`src/rtl/mux4_arb_pkg.sv`:
```
// Shared definitions for the four-way round-robin arbiter.
//   N_REQ       : number of requesters sharing the downstream port
//   SEL_W       : width of the owner index / mux select
//   arb_state_e : arbiter FSM state encoding
package mux4_arb_pkg;

  localparam int N_REQ = 4;
  localparam int SEL_W = 2;

  typedef enum logic [1:0] {
    IDLE    = 2'b00,
    GRANT   = 2'b01,
    RELEASE = 2'b10
  } arb_state_e;

endpackage

```
`src/rtl/rr_pick4.sv`:
```
// Rotating-priority picker. Starting from the requester after the last
// winner, returns the index of the first active request.
//   req  [3:0] : request vector, bit i = requester i
//   last [1:0] : index of the most recent winner
//   any        : at least one request is active
//   idx  [1:0] : chosen requester (only meaningful when any = 1)
module rr_pick4
  import mux4_arb_pkg::*;
(
  input  logic [N_REQ-1:0] req,
  input  logic [SEL_W-1:0] last,
  output logic             any,
  output logic [SEL_W-1:0] idx
);

  logic [SEL_W-1:0] cand;

  // Scan offsets from farthest to nearest; the nearest hit is written
  // last, so it wins. Offset 4 wraps to 'last' itself, the lowest priority.
  always_comb begin
    any  = |req;
    idx  = '0;
    cand = '0;
    for (int k = N_REQ; k >= 1; k--) begin
      cand = last + SEL_W'(k);
      if (req[cand]) idx = cand;
    end
  end

endmodule

```
`src/rtl/mux4_rr_arbiter.sv`:
```
// Round-robin arbiter granting one of four requesters access to a shared
// 32-bit downstream port. Drives the 4:1 operand-mux select, owns the
// mem_req/mem_ack handshake, and aborts a grant after TIMEOUT cycles
// without acknowledge.
//   clk, rst  : clock, synchronous active-high reset
//   req       : per-requester request, held until done[i] or err
//   mem_ack   : single-cycle completion from downstream
//   mem_req   : high throughout GRANT
//   sel       : binary owner index for the operand mux
//   gnt       : one-hot grant, high throughout GRANT
//   done      : one-cycle one-hot completion pulse
//   err       : one-cycle timeout-abort pulse, err_id = aborted owner
//   busy      : high in GRANT and RELEASE
//
// state   | meaning
// IDLE    | no owner; pick next requester round-robin
// GRANT   | owner holds the port, waiting for mem_ack or timeout
// RELEASE | one-cycle gap; done/err pulse visible, grant dropped
module mux4_rr_arbiter
  import mux4_arb_pkg::*;
#(
  parameter int TIMEOUT = 255,
  parameter int CNT_W   = 8
) (
  input  logic             clk,
  input  logic             rst,
  input  logic [N_REQ-1:0] req,
  input  logic             mem_ack,
  output logic             mem_req,
  output logic [SEL_W-1:0] sel,
  output logic [N_REQ-1:0] gnt,
  output logic [N_REQ-1:0] done,
  output logic             err,
  output logic [SEL_W-1:0] err_id,
  output logic             busy
);

  arb_state_e       state_q;
  logic [SEL_W-1:0] last_q;
  logic [SEL_W-1:0] sel_q;
  logic [N_REQ-1:0] gnt_q;
  logic [N_REQ-1:0] done_q;
  logic [SEL_W-1:0] err_id_q;
  logic [CNT_W-1:0] cnt_q;
  logic [CNT_W-1:0] cnt_d;
  logic             mem_req_q;
  logic             err_q;
  logic             busy_q;

  logic             pick_any;
  logic [SEL_W-1:0] pick_idx;

  rr_pick4 u_pick (
    .req  (req),
    .last (last_q),
    .any  (pick_any),
    .idx  (pick_idx)
  );

  assign cnt_d = cnt_q + CNT_W'(1);

  // sel_q doubles as the owner register: it is loaded on grant and held
  // through RELEASE and IDLE so the operand mux never toggles needlessly.
  always_ff @(posedge clk) begin
    if (rst) begin
      state_q   <= IDLE;
      last_q    <= SEL_W'(N_REQ - 1);
      sel_q     <= '0;
      gnt_q     <= '0;
      done_q    <= '0;
      err_q     <= 1'b0;
      err_id_q  <= '0;
      cnt_q     <= '0;
      mem_req_q <= 1'b0;
      busy_q    <= 1'b0;
    end else begin
      done_q <= '0;
      err_q  <= 1'b0;
      case (state_q)
        IDLE: begin
          if (pick_any) begin
            sel_q     <= pick_idx;
            gnt_q     <= N_REQ'(1) << pick_idx;
            mem_req_q <= 1'b1;
            busy_q    <= 1'b1;
            cnt_q     <= '0;
            state_q   <= GRANT;
          end
        end
        GRANT: begin
          // Acknowledge is checked before the watchdog so a coincident
          // ack completes the transaction instead of aborting it.
          if (mem_ack) begin
            done_q    <= N_REQ'(1) << sel_q;
            last_q    <= sel_q;
            gnt_q     <= '0;
            mem_req_q <= 1'b0;
            state_q   <= RELEASE;
          end else if (cnt_q == CNT_W'(TIMEOUT - 1)) begin
            err_q     <= 1'b1;
            err_id_q  <= sel_q;
            last_q    <= sel_q;
            gnt_q     <= '0;
            mem_req_q <= 1'b0;
            state_q   <= RELEASE;
          end else begin
            cnt_q <= cnt_d;
          end
        end
        RELEASE: begin
          busy_q  <= 1'b0;
          state_q <= IDLE;
        end
        default: begin
          gnt_q     <= '0;
          mem_req_q <= 1'b0;
          busy_q    <= 1'b0;
          state_q   <= IDLE;
        end
      endcase
    end
  end

  assign mem_req = mem_req_q;
  assign sel     = sel_q;
  assign gnt     = gnt_q;
  assign done    = done_q;
  assign err     = err_q;
  assign err_id  = err_id_q;
  assign busy    = busy_q;

endmodule

```
`config.mk`:
```
export PLATFORM = sky130hd
export DESIGN_NAME = mux4_rr_arbiter
export DESIGN_NICKNAME = d
export VERILOG_FILES = /design/src/rtl/mux4_arb_pkg.sv /design/src/rtl/rr_pick4.sv /design/src/rtl/mux4_rr_arbiter.sv
export SDC_FILE = /design/constraint.sdc
export NUM_CORES = 1
export LEC_CHECK = 0
export ABC_AREA = 1
export CORE_UTILIZATION = 59
export CTS_BUF_LIST = sky130_fd_sc_hd__clkbuf_2 sky130_fd_sc_hd__clkbuf_4 sky130_fd_sc_hd__clkbuf_8
export DETAILED_ROUTE_END_ITERATION = 16
export PLACE_DENSITY = 0.87
export SLEW_MARGIN = 20
export SYNTH_ARGS = -nofsm -noshare
export SYNTH_HDL_FRONTEND = slang
export SYNTH_SLANG_ARGS = --single-unit
export TNS_END_PERCENT = 10
```
`constraint.sdc`:
```
create_clock -name clk -period 3.7 [get_ports clk]
set_clock_uncertainty 0.05 [all_clocks]
set_input_delay 0.74 -clock clk [delete_from_list [all_inputs] [get_ports clk]]
set_output_delay 0.74 -clock clk [all_outputs]
set_load 0.01 [all_outputs]
```
==> metrics.md, run 1 <==
| Metric | Value |
|---|---|
| Status | finished clean |
| Core footprint | 0.00223 mm^2 |
| Largest net degree at the start of global routing | 20 |
| Simple logic cell fraction of the synthesized area | 35.4% |
| Count leader, synth | nand2_1 |
| Tightest Pin Transition | 349 ps |
| Max-slew violation count | 0 |
| Share of cells above drive strength 1 | around 14% |
| Area of the multi-input gates | 732 um^2 |
| Crit path buffers/inverters | 1 |
| Initial antenna violation count | 0 |
| Post_cts resized | 0 |
| CTS buffer count | 3 |
| Complex-gate fraction of the synthesized area | a little over an eighth |
| Register area | ~540 um^2 |
| Port-buffer cells | 21 |
| Post-route ant nets | 0 |
| Starting density of the core | a little over three fifths |
| WHS Endpoint | gnt[1] |
| Via count | 1320 |
| Drt first-iter violations | 40 |
| YS warnings | 0 |
| Slowest stage delay, CP | approximately 570 ps |
| GP Congestion | roughly 0.84 |
| DIE HEIGHT | 50.7 um |
| Register bit total from synthesis | 27 |
| Reg power frac | 52.9% |
| Drt wl/cell | about 12 um |
| H-tree levels | 1 |
| Critical path type | flip-flop to output port |
| RSZ-0062 raised after global routing | false |
| Placed instance area | about 0.0016 mm^2 |
| GRT Total Usage | 26.0% |
| Setup Viol. Count Final | 0 |
| Net Sw Frac | about 32% |
| Fillers | about 180 |
| Reg-to-Reg End | cnt_q[1] |
| Number of I/O pins | 22 |
| CTS Sinks | 27 |
| Synth top area share | between 30% and 40% |
| Crit path max-delay family | buffers and inverters |
| Setup bufs post-CTS | 0 |
| Clk_lat worst skew | around 330 ps |
| Min cycle time layout | between 2000 and 2500 ps |
| Mean Syn Cell Area | roughly 7.1 um^2 |
| FF-to-FF Start | cnt_q[0] |
| CTS tree | done |
| PD cells | about 370 mW/mm^2 |
| Ant. Diodes | 0 |
| Max-slew headroom | 76.7% |
| Crit-path cells | clkdlybuf4s50_1 |
| Post-synth EDFFs | 0 |
| Fin. Hold Viols | 0 |
| Switching power total | 0.199 mW |
| Syn Std Cell Area | between 0.001 and 0.0015 mm^2 |
| Worst Reg-to-Reg Cells | 11 |
| Slowest CP cell | clkdlybuf4s50_1 |
| Async SR Flop Fraction | 0% |
| First-pass GRT wire length | ~5.1 mm |
| Root buffer cell | clkbuf_4 |
| Design internal power | ~0.41 mW |
| Synthesized instance count | 197 |
| DR pass1 iterations | 4 |
| Area contributors post-synth | dfxtp_1, nand2_1, nor2_1, inv_1, a21oi_1 |
| Design Area, Final | roughly 0.0017 mm^2 |
| Max VDD drop | around 0.26 mV |
| Worst EP required | approximately 2900 ps |
| Yosys top cell by area | dfxtp_1 |
| Fin crit share | roughly 57% |
| Beginning of the worst hold path | gnt[1] |
| Yosys cell types | 30 |
| DP HPWL | between 2 and 2.5 mm |
| Synthesized Nets | between 200 and 250 |
| Combinational family with the most area after synthesis | simple AND/OR/NAND/NOR gates |
| Rows | 17 |
| Remaining global-route overflow | 0 |
| Hold_buf cts | 0 |
| Logic pwr share | roughly 25% |
| Register area share after synthesis | around two fifths |
| Top post-synthesis cells by count | nand2_1, dfxtp_1, nor2_1 |
| Highest clock rate | 470 MHz |
| Max-cap viol count | 0 |
| Vias per cell | about 5.3 |
| WP data arrival | 1340 ps |
| Vias in the first global route | approximately 1200 |
| Nets | roughly 230 |
| R2R Setup Slk | 1850 ps |
| Area delta synth->final | 18.1% |
| CP max FO | 5 |
| Max Buffers Root-to-Sink | 2 |
| Hold Path Class | flip-flop to flip-flop |
| Mux share of post-synthesis cell area | 0% |
| Synth Area in XOR/XNOR | approximately 1.9% |
| CTS clk-pin slew, worst paths | ~140 ps |
| Setup Total Neg Slack | 0 ps |
| Lkg Pwr | 0.724 nW |
| Post-synthesis adder-cell area fraction | between 1.5 and 2% |
| Worst hold stages | 2 |
| DRC Markers | 0 |
| Final wirelength | roughly 3 mm |
| X dimension of the die | around 51 um |
| Crit path capture type | output port |
| Crit path launch type | flip-flop |
| Die area | ~0.0026 mm^2 |
| Most used DFF post-synth | dfxtp_1 |
| Clock share of power | 21.9% |
-- power by group through the flow --
| stage | logic [mW] | clock network, mW | registers, mW |
|---|---|---|---|
| after CTS | 0.153 | 0.135 | 0.324 |
| after floorplan | 0.102 | 0 | 0.331 |
| after global placement | 0.147 | 0 | 0.329 |
| after global routing | 0.172 | 0.147 | 0.327 |
| after detailed placement | 0.153 | 0 | 0.331 |
| final | 0.154 | 0.134 | 0.325 |
-- layer usage --
| layer | track usage (%) | part of all wire (%) |
|---|---|---|
| met5 | 0 | 0 |
| met4 | 9.72 | 1.4 |
| met3 | 3.03 | 2.1 |
| met2 | 49.1 | 52 |
| met1 | 29.2 | 44 |
-- stage by stage --
stage               power (mW)  util (%)  hold slack (ps)  std cells  setup slack (ps)
floorplan                0.434         -              427        197              2010
global placement         0.476      72.7              403        243              1360
detailed placement       0.484      72.7              406        243              1260
CTS                      0.612      74.1              426        247              1560
global route             0.646      74.1              435        247              1460
finish                   0.613      74.1              428        247              1570
-- state kept, by name (all words and copies together), names as in the netlist --
| name | count |
|---|---|
| last_q | 2 |
| err | 1 |
| err_id | 2 |
| state_q | 2 |
| sel | 2 |
| busy | 1 |
| done | 4 |
| gnt | 4 |
| cnt_q | 8 |
| mem_req | 1 |
-- placed cells by master (no fill, tap or decap), types with 2 or more instances in the layout --
cell type / count
nor2_2: 2
nand3_1: 13
o211ai_1: 3
nand2_1: 48
inv_6: 2
nand4_1: 2
a21oi_2: 5
nor2_1: 23
or2_2: 3
xor2_1: 3
dfxtp_1: 27
inv_2: 3
clkbuf_4: 3
clkdlybuf4s50_1: 21
o21ai_0: 3
ha_1: 2
nand3_2: 2
o21a_1: 2
nand2_2: 5
nor3_1: 2
a21oi_1: 15
inv_1: 21
-- worst max path at each step --
stage / startpoint / endpoint / slack, ps / cells after the start
2_1_floorplan: req[3] / cnt_q[2] / 2010 / 8
6_report: sel[0] / sel[0] / 1570 / 1
3_5_place_dp: req[2] / cnt_q[1] / 1260 / 9
4_1_cts: sel[0] / sel[0] / 1560 / 1
5_1_grt: req[0] / cnt_q[1] / 1460 / 9
3_3_place_gp: req[3] / cnt_q[1] / 1360 / 9
-- cell families after synthesis --
logic type,Yosys count
flops,27
compound gates,29
fa+ha+maj,2
buf+inv,29
simple gates,107
xor+xnor,3
-- cell type report --
| class | count | area share (%) |
|---|---|---|
| Clock buffer | 3 | 1.36 |
| Clock inverter | 1 | 0.529 |
| Inverter | 25 | 5.97 |
| Multi-Input combinational cell | 141 | 44.2 |
| Sequential cell | 27 | 32.7 |
| Tap cell | 28 | 2.12 |
| Timing Repair Buffer | 22 | 13.2 |
Power figures use the tool's default switching activity.
==> run 2, diff against run 1 <==
CORE_UTILIZATION = 50   (was 59)
PLACE_DENSITY = 0.78   (was 0.87)
clock period = 1.8 ns   (was 3.7 ns; I/O delays follow)
==> metrics.md, run 2 (synthesized netlist as in run 1, its figures left out) <==
| Metric | Value |
|---|---|
| Largest register FFs | 8 (unchanged) |
| Lkg Pwr | 0.766 nW (+5.8%) |
| Critical path type | flip-flop to output port |
| Crit path capture type | output port |
| Vias in the first global route | 1200 (+1.2%) |
| Hold Path Class | flip-flop to flip-flop |
| Post-route ant nets | 0 (unchanged) |
| Initial antenna violation count | 0 (unchanged) |
| Vias per cell | 5.19 (-3.0%) |
| Final wirelength | 3.04 mm (unchanged) |
| Tightest Pin Transition | 256 ps (-93.0 ps) |
| Area delta synth->final | 23.0% |
| Highest clock rate | 595 MHz |
| Root buffer cell | clkbuf_4 |
| CTS buffer count | 3 (unchanged) |
| CTS Sinks | 27 (unchanged) |
| Crit path max-delay family | buffers and inverters |
| Worst EP required | 1390 ps (-1520 ps) |
| First-pass GRT wire length | 4.75 mm (-6.1%) |
| PD cells | 736 mW/mm^2 (+99%) |
| Max-slew violation count | 0 (unchanged) |
| Overall power | 1.27 mW (+110%) |
| Largest net degree at the start of global routing | 16 (-20%) |
| Fin. Hold Viols | 0 (unchanged) |
| Worst hold stages | 2 (unchanged) |
| Status | finished clean |
| Commonest non-fill, non-tap cell in the layout | nand2_1 |
| Most frequent cells in the layout | nand2_1, dfxtp_1, nor2_1, inv_1, clkdlybuf4s50_1 |
| Fin crit share | approximately 93% |
| Biggest register | cnt_q |
| DP HPWL | 2.44 mm (+4.0%) |
| Crit-path cells | clkdlybuf4s50_1 |
| X dimension of the die | 54.9 um (+8.3%) |
| WP data arrival | 1270 ps (-70 ps) |
| Setup bufs post-CTS | 0 (unchanged) |
| Util after Layout | 67.2% (-7.0 points) |
| CTS tree | done |
| Worst Reg-to-Reg Cells | 11 (unchanged) |
| RSZ-0062 raised after global routing | false |
| Nets | 238 (+3.9%) |
| Core footprint | 0.00257 mm^2 (+15%) |
| GRT Total Usage | 21.9% (-4.1 points) |
| Instance count on the critical path | 1 (unchanged) |
| Via count | 1338 (+1.4%) |
| Clk_lat worst skew | 320 ps (about the same) |
| Min cycle time layout | 1680 ps |
| Port-buffer cells | 21 (unchanged) |
| Max-cap viol count | 0 (unchanged) |
| DR pass1 iterations | 4 (unchanged) |
| Setup Total Neg Slack | 0 ps (unchanged) |
| Slowest stage delay, CP | 550 ps (-20 ps) |
| Share of cells above drive strength 1 | 18.0% (+4.3 points) |
| Drt first-iter violations | 25 (-38%) |
| GP Congestion | 0.832 (-1.0%) |
| H-tree levels | 1 (unchanged) |
| Drt wl/cell | 11.8 um (-4.3%) |
| Starting density of the core | 54.6% (-8.2 points) |
| CP max FO | 5 (unchanged) |
| Remaining global-route overflow | 0 (unchanged) |
| Max-slew headroom | 82.7% (+6.0 points) |
| Setup Viol. Count Final | 0 (unchanged) |
| Crit path launch type | flip-flop |
| Crit path buffers/inverters | 1 (unchanged) |
| DRC Markers | 0 (unchanged) |
| Number of I/O pins | 22 (unchanged) |
| DIE HEIGHT | 54.9 um (+8.3%) |
| Ant. Diodes | 0 (unchanged) |
| Die area | 0.00302 mm^2 (+17%) |
| Max VDD drop | 0.593 mV (+130%) |
| Rows | 18 (+1) |
| Max Buffers Root-to-Sink | 2 (unchanged) |
| Slowest CP cell | clkdlybuf4s50_1 |
| CTS clk-pin slew, worst paths | 140 ps (about the same) |
run 2: cell types whose count changed in the layout (fill, tap and decap cells not counted), sizes merged:
cell / delta
buf: +9
clkinv: +1
inv: -1
run 2: timing repair:
action / 4_1_cts / 5_1_grt
hold buffers: 0 / 0
resized for setup: 0 / 2
endpoints found under the setup margin: 0 / 2
run 2: metal layers:
layer | up-vias | global-route usage (%) | share of wire (%)
li1 | 690 | - | -
met5 | - | 0 | 0
met3 | 6 | 3.83 | 2.4
met1 | 618 | 23.5 | 43
met2 | 24 | 41.8 | 53
met4 | 0 | 8.33 | 1.4
run 2: worst min-delay path, cell delays in order, from the launching register on:
cell and delay (ps):
dfxtp_1 330, nand2_1 60, a21oi_1 50
run 2: power by group:
part / switching [mW] / internal [mW]
Sequential: 0.0315 / 0.635
Combinational: 0.196 / 0.152
Clock: 0.172 / 0.0833
Total: 0.399 / 0.870
run 2: cell type report:
type                    count  area [um^2]
clock buffers               3         22.5
multi-input cells         141          732
fillers                   233          843
clock inverters             1         5.00
flip-flops and latches     27          543
repair buffers             31          285
well taps                  30         37.5
inverters                  25         98.8
run 2: path summary, 6_finish.rpt:
kind | slack [ps] | start | end
worst max-delay path | 120 | sel[0] | sel[0]
worst min-delay path | 420 | gnt[1] | gnt[1]
worst max register to register | 190 | cnt_q[0] | cnt_q[3]
worst min register to register | 420 | gnt[1] | gnt[1]
run 2: metrics by stage:
step                      area, um^2  cells  worst slack, ps  hold WS, ps
after global placement          1690    254            -36.2          405
after global routing            1720    258             19.0          443
after detailed placement        1690    254            -97.2          405
after floorplan                 1400    197              279          389
final                           1720    258              120          422
after CTS                       1720    258             31.3          425
